## src/rtl/hilo_muldiv_ctrl_if.sv

```systemverilog
// EXE-stage mul/div request, WB MTHI/MTLO write and HI/LO read bundle.
// master drives the pipeline side, slave is the HI/LO controller.
interface hilo_muldiv_ctrl_if;
    logic        EXE_MDValid;
    logic [3:0]  EXE_MDOp;
    logic [31:0] EXE_SrcA;
    logic [31:0] EXE_SrcB;
    logic        EXE_Flush;
    logic        WB_HIWr;
    logic        WB_LOWr;
    logic [31:0] WB_HILOData;
    logic        MD_Stall;
    logic        MD_Busy;
    logic [31:0] HI_Data;
    logic [31:0] LO_Data;

    modport master (
        output EXE_MDValid, EXE_MDOp, EXE_SrcA, EXE_SrcB, EXE_Flush,
        output WB_HIWr, WB_LOWr, WB_HILOData,
        input  MD_Stall, MD_Busy, HI_Data, LO_Data
    );

    modport slave (
        input  EXE_MDValid, EXE_MDOp, EXE_SrcA, EXE_SrcB, EXE_Flush,
        input  WB_HIWr, WB_LOWr, WB_HILOData,
        output MD_Stall, MD_Busy, HI_Data, LO_Data
    );
endinterface

```

## src/rtl/hilo_muldiv_ctrl.sv

```systemverilog
// Multi-cycle HI/LO multiply/divide controller for the EXE stage.
// Define HILO_MADD_EN to add MADD/MADDU/MSUB/MSUBU via an accumulate (ACC) state.
module hilo_muldiv_ctrl #(
    parameter int unsigned MUL_CYCLES  = 3,
    parameter bit          DIV_ZERO_WR = 1'b0
) (
    input logic               clk,
    input logic               rst,
    hilo_muldiv_ctrl_if.slave md
);

`ifdef HILO_MADD_EN
    typedef enum logic [2:0] {StIdle, StMul, StDiv, StFix, StDone, StAcc} state_e;
`else
    typedef enum logic [2:0] {StIdle, StMul, StDiv, StFix, StDone} state_e;
`endif

    state_e      state;
    logic [4:0]  cnt;
    logic [31:0] hi_q, lo_q;
    logic [31:0] res_hi, res_lo;
    logic [31:0] dvsr;
    logic        neg_quo, neg_rem;
    logic        wr_en;

    logic        op_mul, op_div, op_sgn;
    logic        accept, commit, busy_st;
    logic [31:0] src_a, src_b, a_mag, b_mag;
    logic [63:0] a_ext, b_ext, prod;
    logic [32:0] rem_sh, diff;

`ifdef HILO_MADD_EN
    logic        op_acc, op_sub;
    logic        acc_en, acc_sub;
    logic [63:0] acc_sum;
`endif

    assign src_a = md.EXE_SrcA;
    assign src_b = md.EXE_SrcB;

    always_comb begin
        op_mul = 1'b0;
        op_div = 1'b0;
        op_sgn = 1'b0;
`ifdef HILO_MADD_EN
        op_acc = 1'b0;
        op_sub = 1'b0;
`endif
        case (md.EXE_MDOp)
            4'd1: begin op_mul = 1'b1; op_sgn = 1'b1; end
            4'd2: op_mul = 1'b1;
            4'd3: begin op_div = 1'b1; op_sgn = 1'b1; end
            4'd4: op_div = 1'b1;
`ifdef HILO_MADD_EN
            4'd5: begin op_mul = 1'b1; op_sgn = 1'b1; op_acc = 1'b1; end
            4'd6: begin op_mul = 1'b1; op_acc = 1'b1; end
            4'd7: begin op_mul = 1'b1; op_sgn = 1'b1; op_acc = 1'b1; op_sub = 1'b1; end
            4'd8: begin op_mul = 1'b1; op_acc = 1'b1; op_sub = 1'b1; end
`endif
            default: ;
        endcase
    end

    // Gating with rst keeps the stall low while reset is asserted, even with a request pending.
    assign accept = rst && (state == StIdle) && md.EXE_MDValid && (op_mul || op_div) &&
                    !md.EXE_Flush;

    always_comb begin
        busy_st = (state == StMul) || (state == StDiv) || (state == StFix);
`ifdef HILO_MADD_EN
        if (state == StAcc) busy_st = 1'b1;
`endif
    end

    assign commit      = (state == StDone) && wr_en && !md.EXE_Flush;
    assign md.MD_Stall = accept || (busy_st && !md.EXE_Flush);
    assign md.MD_Busy  = (state != StIdle);
    assign md.HI_Data  = commit ? res_hi : (md.WB_HIWr ? md.WB_HILOData : hi_q);
    assign md.LO_Data  = commit ? res_lo : (md.WB_LOWr ? md.WB_HILOData : lo_q);

    assign a_ext = op_sgn ? {{32{src_a[31]}}, src_a} : {32'd0, src_a};
    assign b_ext = op_sgn ? {{32{src_b[31]}}, src_b} : {32'd0, src_b};
    assign prod  = a_ext * b_ext;
    assign a_mag = (op_sgn && src_a[31]) ? (32'd0 - src_a) : src_a;
    assign b_mag = (op_sgn && src_b[31]) ? (32'd0 - src_b) : src_b;

    // During DIV res_hi is the partial remainder and res_lo shifts dividend out, quotient in.
    assign rem_sh = {res_hi, res_lo[31]};
    assign diff   = rem_sh - {1'b0, dvsr};

`ifdef HILO_MADD_EN
    assign acc_sum = acc_sub ? ({md.HI_Data, md.LO_Data} - {res_hi, res_lo})
                             : ({md.HI_Data, md.LO_Data} + {res_hi, res_lo});
`endif

    always_ff @(posedge clk or negedge rst) begin
        if (!rst) begin
            state   <= StIdle;
            cnt     <= '0;
            hi_q    <= '0;
            lo_q    <= '0;
            res_hi  <= '0;
            res_lo  <= '0;
            dvsr    <= '0;
            neg_quo <= 1'b0;
            neg_rem <= 1'b0;
            wr_en   <= 1'b0;
`ifdef HILO_MADD_EN
            acc_en  <= 1'b0;
            acc_sub <= 1'b0;
`endif
        end else begin
            // The DONE commit belongs to the younger instruction, so it beats MTHI/MTLO.
            if (commit) begin
                hi_q <= res_hi;
                lo_q <= res_lo;
            end else begin
                if (md.WB_HIWr) hi_q <= md.WB_HILOData;
                if (md.WB_LOWr) lo_q <= md.WB_HILOData;
            end

            unique case (state)
                StIdle: begin
                    if (accept) begin
                        wr_en <= 1'b1;
`ifdef HILO_MADD_EN
                        acc_en  <= op_acc;
                        acc_sub <= op_sub;
`endif
                        if (op_mul) begin
                            {res_hi, res_lo} <= prod;
                            cnt              <= 5'(MUL_CYCLES - 1);
                            state            <= StMul;
                        end else if (src_b == '0) begin
                            wr_en  <= DIV_ZERO_WR;
                            res_hi <= src_a;
                            res_lo <= '1;
                            state  <= StDone;
                        end else begin
                            res_hi  <= '0;
                            res_lo  <= a_mag;
                            dvsr    <= b_mag;
                            cnt     <= 5'd31;
                            neg_quo <= op_sgn && (src_a[31] ^ src_b[31]);
                            neg_rem <= op_sgn && src_a[31];
                            state   <= StDiv;
                        end
                    end
                end
                StMul: begin
                    if (md.EXE_Flush) begin
                        state <= StIdle;
                    end else if (cnt == '0) begin
`ifdef HILO_MADD_EN
                        state <= acc_en ? StAcc : StDone;
`else
                        state <= StDone;
`endif
                    end else begin
                        cnt <= cnt - 5'd1;
                    end
                end
                StDiv: begin
                    if (md.EXE_Flush) begin
                        state <= StIdle;
                    end else begin
                        if (!diff[32]) begin
                            res_hi <= diff[31:0];
                            res_lo <= {res_lo[30:0], 1'b1};
                        end else begin
                            res_hi <= rem_sh[31:0];
                            res_lo <= {res_lo[30:0], 1'b0};
                        end
                        if (cnt == '0) state <= StFix;
                        else cnt <= cnt - 5'd1;
                    end
                end
                StFix: begin
                    if (md.EXE_Flush) begin
                        state <= StIdle;
                    end else begin
                        if (neg_quo) res_lo <= 32'd0 - res_lo;
                        if (neg_rem) res_hi <= 32'd0 - res_hi;
                        state <= StDone;
                    end
                end
`ifdef HILO_MADD_EN
                StAcc: begin
                    if (md.EXE_Flush) begin
                        state <= StIdle;
                    end else begin
                        {res_hi, res_lo} <= acc_sum;
                        state            <= StDone;
                    end
                end
`endif
                StDone:  state <= StIdle;
                default: state <= StIdle;
            endcase
        end
    end

endmodule
```

## src/flat_wrapper.sv

```systemverilog
// flat-port wrapper written by rule: the top's interface ports become plain ports
module hilo_muldiv_ctrl_flat 
#(
    parameter int unsigned MUL_CYCLES  = 3,
    parameter bit          DIV_ZERO_WR = 1'b0
)
  (clk, rst, md_EXE_MDValid, md_EXE_MDOp, md_EXE_SrcA, md_EXE_SrcB, md_EXE_Flush, md_WB_HIWr, md_WB_LOWr, md_WB_HILOData, md_MD_Stall, md_MD_Busy, md_HI_Data, md_LO_Data);
  hilo_muldiv_ctrl_if md_i ();
  input logic clk;
  input logic rst;
  input wire logic [$bits(md_i.EXE_MDValid)-1:0] md_EXE_MDValid;
  input wire logic [$bits(md_i.EXE_MDOp)-1:0] md_EXE_MDOp;
  input wire logic [$bits(md_i.EXE_SrcA)-1:0] md_EXE_SrcA;
  input wire logic [$bits(md_i.EXE_SrcB)-1:0] md_EXE_SrcB;
  input wire logic [$bits(md_i.EXE_Flush)-1:0] md_EXE_Flush;
  input wire logic [$bits(md_i.WB_HIWr)-1:0] md_WB_HIWr;
  input wire logic [$bits(md_i.WB_LOWr)-1:0] md_WB_LOWr;
  input wire logic [$bits(md_i.WB_HILOData)-1:0] md_WB_HILOData;
  output wire logic [$bits(md_i.MD_Stall)-1:0] md_MD_Stall;
  output wire logic [$bits(md_i.MD_Busy)-1:0] md_MD_Busy;
  output wire logic [$bits(md_i.HI_Data)-1:0] md_HI_Data;
  output wire logic [$bits(md_i.LO_Data)-1:0] md_LO_Data;
  assign md_i.EXE_MDValid = md_EXE_MDValid;
  assign md_i.EXE_MDOp = md_EXE_MDOp;
  assign md_i.EXE_SrcA = md_EXE_SrcA;
  assign md_i.EXE_SrcB = md_EXE_SrcB;
  assign md_i.EXE_Flush = md_EXE_Flush;
  assign md_i.WB_HIWr = md_WB_HIWr;
  assign md_i.WB_LOWr = md_WB_LOWr;
  assign md_i.WB_HILOData = md_WB_HILOData;
  assign md_MD_Stall = md_i.MD_Stall;
  assign md_MD_Busy = md_i.MD_Busy;
  assign md_HI_Data = md_i.HI_Data;
  assign md_LO_Data = md_i.LO_Data;
  hilo_muldiv_ctrl #(.MUL_CYCLES(MUL_CYCLES), .DIV_ZERO_WR(DIV_ZERO_WR)) u_core (.clk(clk), .rst(rst), .md(md_i));
endmodule
```

## config.mk

```make
export PLATFORM = sky130hd
export DESIGN_NAME = hilo_muldiv_ctrl_flat
export DESIGN_NICKNAME = d
export VERILOG_FILES = /design/src/rtl/hilo_muldiv_ctrl_if.sv /design/src/rtl/hilo_muldiv_ctrl.sv /design/src/flat_wrapper.sv
export SDC_FILE = /design/constraint.sdc
export NUM_CORES = 2
export LEC_CHECK = 0
export BUFFER_PORTS_ARGS = -buffer_cell sky130_fd_sc_hd__buf_2
export CAP_MARGIN = 20
export CELL_PAD_IN_SITES_DETAIL_PLACEMENT = 0
export CELL_PAD_IN_SITES_GLOBAL_PLACEMENT = 2
export CORE_ASPECT_RATIO = 1.5
export CORE_MARGIN = 5
export CORE_UTILIZATION = 45
export DETAILED_ROUTE_END_ITERATION = 8
export GPL_ROUTABILITY_DRIVEN = 0
export GPL_TIMING_DRIVEN = 0
export HOLD_SLACK_MARGIN = 0.1
export PLACE_DENSITY_LB_ADDON = 0.1
export SLEW_MARGIN = 20
export SYNTH_ARGS = -nofsm -noshare
export SYNTH_HDL_FRONTEND = slang
export SYNTH_SLANG_ARGS = --single-unit
export TNS_END_PERCENT = 30
```

## constraint.sdc

```tcl
create_clock -name clk -period 4.7 [get_ports clk]
set_input_delay 1.41 -clock clk [delete_from_list [all_inputs] [get_ports clk]]
set_output_delay 1.41 -clock clk [all_outputs]
set_load 0.02 [all_outputs]
```

# Yosys cells after proc, flatten, opt, wreduce, memory -nomap -nowiden
# Cells that the tools add are included.
[word_totals] register_bits=171 input_bits=106 out_inout_bits=66
[classes] add_sub_neg=6 n_mul=1 eq_ne=18 muxes=44 bitwise_logic=3 reduce_logical=31
[ops] cell="two-way mux 32 bit" n=19
[ops] cell="one-hot mux 32 bit (3 select lines)" n=2
[ops] cell="two-way mux 64 bit" n=2
[ops] cell="subtractor 1 x 32 -> 32 bit (first input constant)" n=4
[ops] cell="multiplier 64 x 64 -> 64 bit" n=1
[ops] cell="subtractor 33 x 32 -> 33 bit" n=1
[ops] cell="logical NOT 32 bit" n=1
[ops] cell="two-way mux 5 bit" n=5
[ops] cell="two-way mux 3 bit" n=8
[ops] cell="AND reduction 5 bit" n=3
[ops] cell="one-hot mux 3 bit (4 select lines)" n=1
[ops] cell="logical AND 1 bit" n=10
[ops] cell="one-hot mux 5 bit (2 select lines)" n=1
[ops] cell="equality test 4 x 2 -> 1 bit (second input constant)" n=2
[ops] cell="inequality test 2 bit (second input constant)" n=4
[ops] cell="OR reduction 2 bit" n=4
[ops] cell="equality test 3 x 2 -> 1 bit (second input constant)" n=2
[ops] cell="two-way mux 1 bit" n=6
[ops] cell="inequality test 2 x 1 -> 1 bit (second input constant)" n=3
[ops] cell="inequality test 3 bit (second input constant)" n=2
[ops] cell="nonzero test 3 bit" n=2
[ops] cell="logical NOT 5 bit" n=1
[ops] cell="subtractor 5 x 1 -> 5 bit (second input constant)" n=1
[ops] cell="equality test 4 x 1 -> 1 bit (second input constant)" n=1
[ops] cell="other kinds (13)" n=17

# Depth between registers and ports, before layout
[depth] depth_word=9 depth_mapped=38 depth_no_buf=35

# Worst setup path after synthesis
# No wires, ideal clock.
[synth_timing] path_kind="input -> register" start="in md_EXE_MDOp[3]" end="reg u_core.res_hi[30]" setup_time_ns=0.065 arrival_time_ns=11.076 slack_ns=-6.441 path_stages=31 path_buffers=2 path_cell_list="nor3b_1 and2_0 clkbuf_1 buf_1 nand2_1 fa_1 inv_1 fa_1 fa_1 inv_1 fa_1 inv_1 fa_1 fa_1 fa_1 fa_1 fa_1 inv_1 fa_1 inv_1 ha_1 or2_2 a31oi_1 a21oi_1 a2111o_1 a311o_1 o21ai_1 o21ai_0 or3_1 a21oi_1 o22a_1"
[synth_via] elab_chain_cells=8 word_cells_on_any_way=21 classes_between="mul (1); eq/ne (5); mux (8); reduce/logical (7)"
[synth_lines] element="from (decl)" line="flat_wrapper.sv:12" rtl="input wire logic [$bits(md_i.EXE_MDOp)-1:0] md_EXE_MDOp;"
[synth_lines] element="equality test 4 x 1 -> 1 bit (tied with other cells)" line="hilo_muldiv_ctrl.sv:49" rtl="case (md.EXE_MDOp)"
[synth_lines] element="OR reduction 2 bit (no source line)"
[synth_lines] element="two-way mux 1 bit" line="hilo_muldiv_ctrl.sv:49"
[synth_lines] element="two-way mux 64 bit (tied with other cells)" line="hilo_muldiv_ctrl.sv:81" rtl="assign a_ext = op_sgn ? {{32{src_a[31]}}, src_a} : {32'd0, src_a};"
[synth_lines] element="multiplier 64 x 64 -> 64 bit / logical AND 1 bit (equally long branches)" line="hilo_muldiv_ctrl.sv:83, hilo_muldiv_ctrl.sv:65"
[synth_lines] element="two-way mux 32 bit / logical AND 1 bit (equally long branches)" line="hilo_muldiv_ctrl.sv:130, hilo_muldiv_ctrl.sv:65"
[synth_lines] element="two-way mux 32 bit / inequality test 2 x 1 -> 1 bit (equally long branches)"
[synth_lines] element="one-hot mux 32 bit (3 select lines) / AND reduction 5 bit (equally long branches)"
[synth_lines] element="to (signal assigned)" line="hilo_muldiv_ctrl.sv:131" rtl="{res_hi, res_lo} <= prod;"
[synth_lines] element="to (signal assigned)" line="hilo_muldiv_ctrl.sv:136" rtl="res_hi <= src_a;"
[synth_lines] element="to (signal assigned)" line="hilo_muldiv_ctrl.sv:168" rtl="res_hi <= diff[31:0];"
[synth_lines] element="to (decl)" line="hilo_muldiv_ctrl.sv:21" rtl="logic [31:0] res_hi, res_lo;"
# Several ways; a longest one is shown, not always the timed one. The select of a mux whose other input is x is not followed.
# A chain may end at the register's enable or synchronous reset.

# Final worst setup path
[layout_timing] start="in md_EXE_MDOp[0]" end="reg u_core.res_hi[26]"
# Same word-level chain as after synthesis.

==> qor.csv <==
metric;value;unit
status;complete, but fails checks;
violations;negative setup slack;
cp_data_required_time;5.10;ns
ys_ff_latch;171;
grt_pass1_wl;382;mm
die_w;310;µm
fin_setup_tns;-262.83;ns
drive_above_1_share;15.1;%
fin_util;52.4;%
cp.arrival;10.64;ns
start_util;45.2;%
crit_type;input port to flip-flop;
synthArstFlopShare;100;%
io_buffers;118;
synth_ff_type;dfrtp_1;
cts.path.max_buffers;2;
post-route-period-util;218;%
grt_start_max_net_pins;92;
rows;165;
routed-via-count;50700;
syn-num-nets;8726;
drt-wirelength-per-cell;30.1;µm
drv_cap;0;
skew;0.0199;ns
die_height;460;µm
clock-sinks;171;
postSynthAreaPerCell;8.86;µm²
via_per_inst;5.69;
clk_pin_slew;0.09;ns
max_slew_margin;23.5;%
syn_inst;6853;
yosysSeqAreaShare;7.05;%
antenna_found_initial;27;
dpl.hpwl;228;mm
r2r_cells;15;
worst_slack;-5.54;ns
track_usage;37.7;%
hold_viol;0;
crit_path_max_fanout;10;
globalRouteOverflowTotal;0;
drc;0;
areaGrowthSynthToFinish;15.9;%
tightest_slew;1.14;ns
slew_violations;0;
worst_setup_path_end_kind;flip-flop;
setup_viol;100;
pin_count;172;
grt_pass1_vias;55352;
hold_path_class;flip-flop to flip-flop;
dieArea;143000;µm²
yosysWarnings;0;
post-route-min-period;10.24;ns
cts_tree;built;
fmaxAchievable;97.6;MHz
path_common_cell;fa_1;
clk_latency;0.48;ns
start_kind;input port;
htree_levels;4;
synth_area;60700;µm²
fin_hold_ws;0.484;ns
cts_root_buffer;clkbuf_16;
postRouteAntennaNets;0;
numCtsBuffers;17;
ys_types;90;
ctsHoldBuffers;0;
firstDrtPassIters;6;
wirelength;268;mm
slowest_stage;fa_1;
holdPathStages;1;
place_ws;-8.03;ns
rsz0062_at_grt;true;
dr.first_iter.drc_count;4320;
synth_edf_count;0;
layout.nets;9001;
critPathMaxStageDelay;0.56;ns
core_area;134000;µm²
-- cells in the final DEF (no fill, tap or decap), types with 20 or more instances in the layout --
| master | count |
|---|---|
| o21ai_0 | 178 |
| xnor2_2 | 20 |
| and3_1 | 32 |
| a21oi_2 | 40 |
| buf_2 | 122 |
| xnor2_1 | 107 |
| clkbuf_16 | 63 |
| nand2_1 | 926 |
| nor2_1 | 218 |
| a21o_1 | 56 |
| mux2i_1 | 74 |
| dfrtp_1 | 171 |
| nor3_1 | 51 |
| a31oi_1 | 39 |
| a21oi_1 | 177 |
| nand3_1 | 40 |
| buf_6 | 50 |
| and2_1 | 333 |
| fa_1 | 1321 |
| buf_4 | 146 |
| ha_4 | 45 |
| nand4_1 | 25 |
| inv_2 | 66 |
| o211ai_1 | 38 |
| o21ai_1 | 24 |
| clkbuf_2 | 45 |
| clkbuf_4 | 30 |
| ha_1 | 294 |
| clkbuf_8 | 62 |
| xor2_1 | 70 |
| inv_1 | 1518 |
| buf_8 | 27 |
| clkbuf_1 | 112 |
| fa_2 | 99 |
-- cells in the mapped netlist, drive strengths merged (21+ instances only) --
master,number,area [µm²]
a31oi,46,288
nand3,47,248
inv,1590,5970
a21oi,229,1150
a221oi,21,184
xnor2,129,1130
o21ai,223,1120
o211ai,38,285
and3,35,219
buf,75,387
nand4,25,156
and2,341,2130
a211oi,21,158
nand2,958,3600
mux2i,75,751
ha,347,4340
xor2,82,718
fa,1420,28400
nor2,239,915
nor4,25,178
nor3,60,305
o31ai,21,158
nand2b,21,131
clkbuf,335,1270
a21o,57,428
dfrtp,171,4280
-- cells by family after synthesis --
group / synth area share, %
compound gates: 8.32
mux: 1.27
xor+xnor: 3.04
simple gates: 13.7
flops: 7.05
buf+inv: 12.6
fa+ha+maj: 54.0
-- timing repair --
action | CTS | global route
hold endpoints to repair | 0 | 0
cloned | 0 | 1
gates resized for setup | 993 | 284
pin swaps | 146 | 178
setup buffers | 96 | 52
setup endpoints to repair | 123 | 163
-- area by class of cell --
cell class / count / area [µm²]
Fill cell: 12925 / 64000
Multi-Input combinational cell: 4678 / 51300
Inverter: 1592 / 5990
Sequential cell: 171 / 4280
Buffer: 394 / 3850
Tap cell: 1753 / 2190
Timing Repair Buffer: 274 / 2090
Clock buffer: 17 / 425
Clock inverter: 15 / 168
Antenna cell: 16 / 40.0
-- through the flow --
stage,std cells,instance area (µm²)
after global placement,8724,63800
after detailed placement,8732,64000
final,8910,70400
after CTS,8843,68900
after global routing,8898,70300
after floorplan,6853,61000
-- worst paths after layout --
path	from	endpoint	slack, ns
setup / recovery	md_EXE_MDOp[0]	u_core.res_hi[26]	-5.54
min in group asynchronous	rst	u_core.cnt[3]	0.70
hold / removal	u_core.wr_en	u_core.wr_en	0.48
max in group asynchronous	rst	u_core.res_hi[13]	2.88
setup reg to reg	u_core.res_lo[31]	u_core.res_hi[26]	0.31
hold reg to reg	u_core.wr_en	u_core.wr_en	0.48
-- critical path: cells and delay by family --
family / cells / cell delay (ns)
and+or+nand+nor: 5 / 0.72
xor gates and xnor gates: 1 / 0.15
AOI/OAI and AO/OA: 9 / 2.09
adders and majority gates: 10 / 4.48
buffers and inverters: 13 / 1.75
-- registers in the layout, indices dropped and copies added (netlist names) --
| signal | count |
|---|---|
| u_core.res_lo | 32 |
| u_core.state | 3 |
| u_core.neg_quo | 1 |
| u_core.wr_en | 1 |
| u_core.lo_q | 32 |
| u_core.dvsr | 32 |
| u_core.res_hi | 32 |
| u_core.hi_q | 32 |
| u_core.neg_rem | 1 |
| u_core.cnt | 5 |
-- per-layer routing --
| metal | routed length [µm] | vias to the layer above | track usage [%] | part of all wire [%] |
|---|---|---|---|---|
| met4 | 27800 | 10 | 28.9 | 10 |
| met1 | 93000 | 26187 | 42.4 | 35 |
| met2 | 129000 | 2435 | 64.1 | 48 |
| met3 | 18600 | 917 | 5.95 | 6.9 |
| met5 | 71 | - | 0 | 0.026 |
| li1 | - | 21151 | - | - |
Power is left out: the tool's default activity adds up to more than one toggle a clock period on the data nets, which glitch-free logic cannot reach.
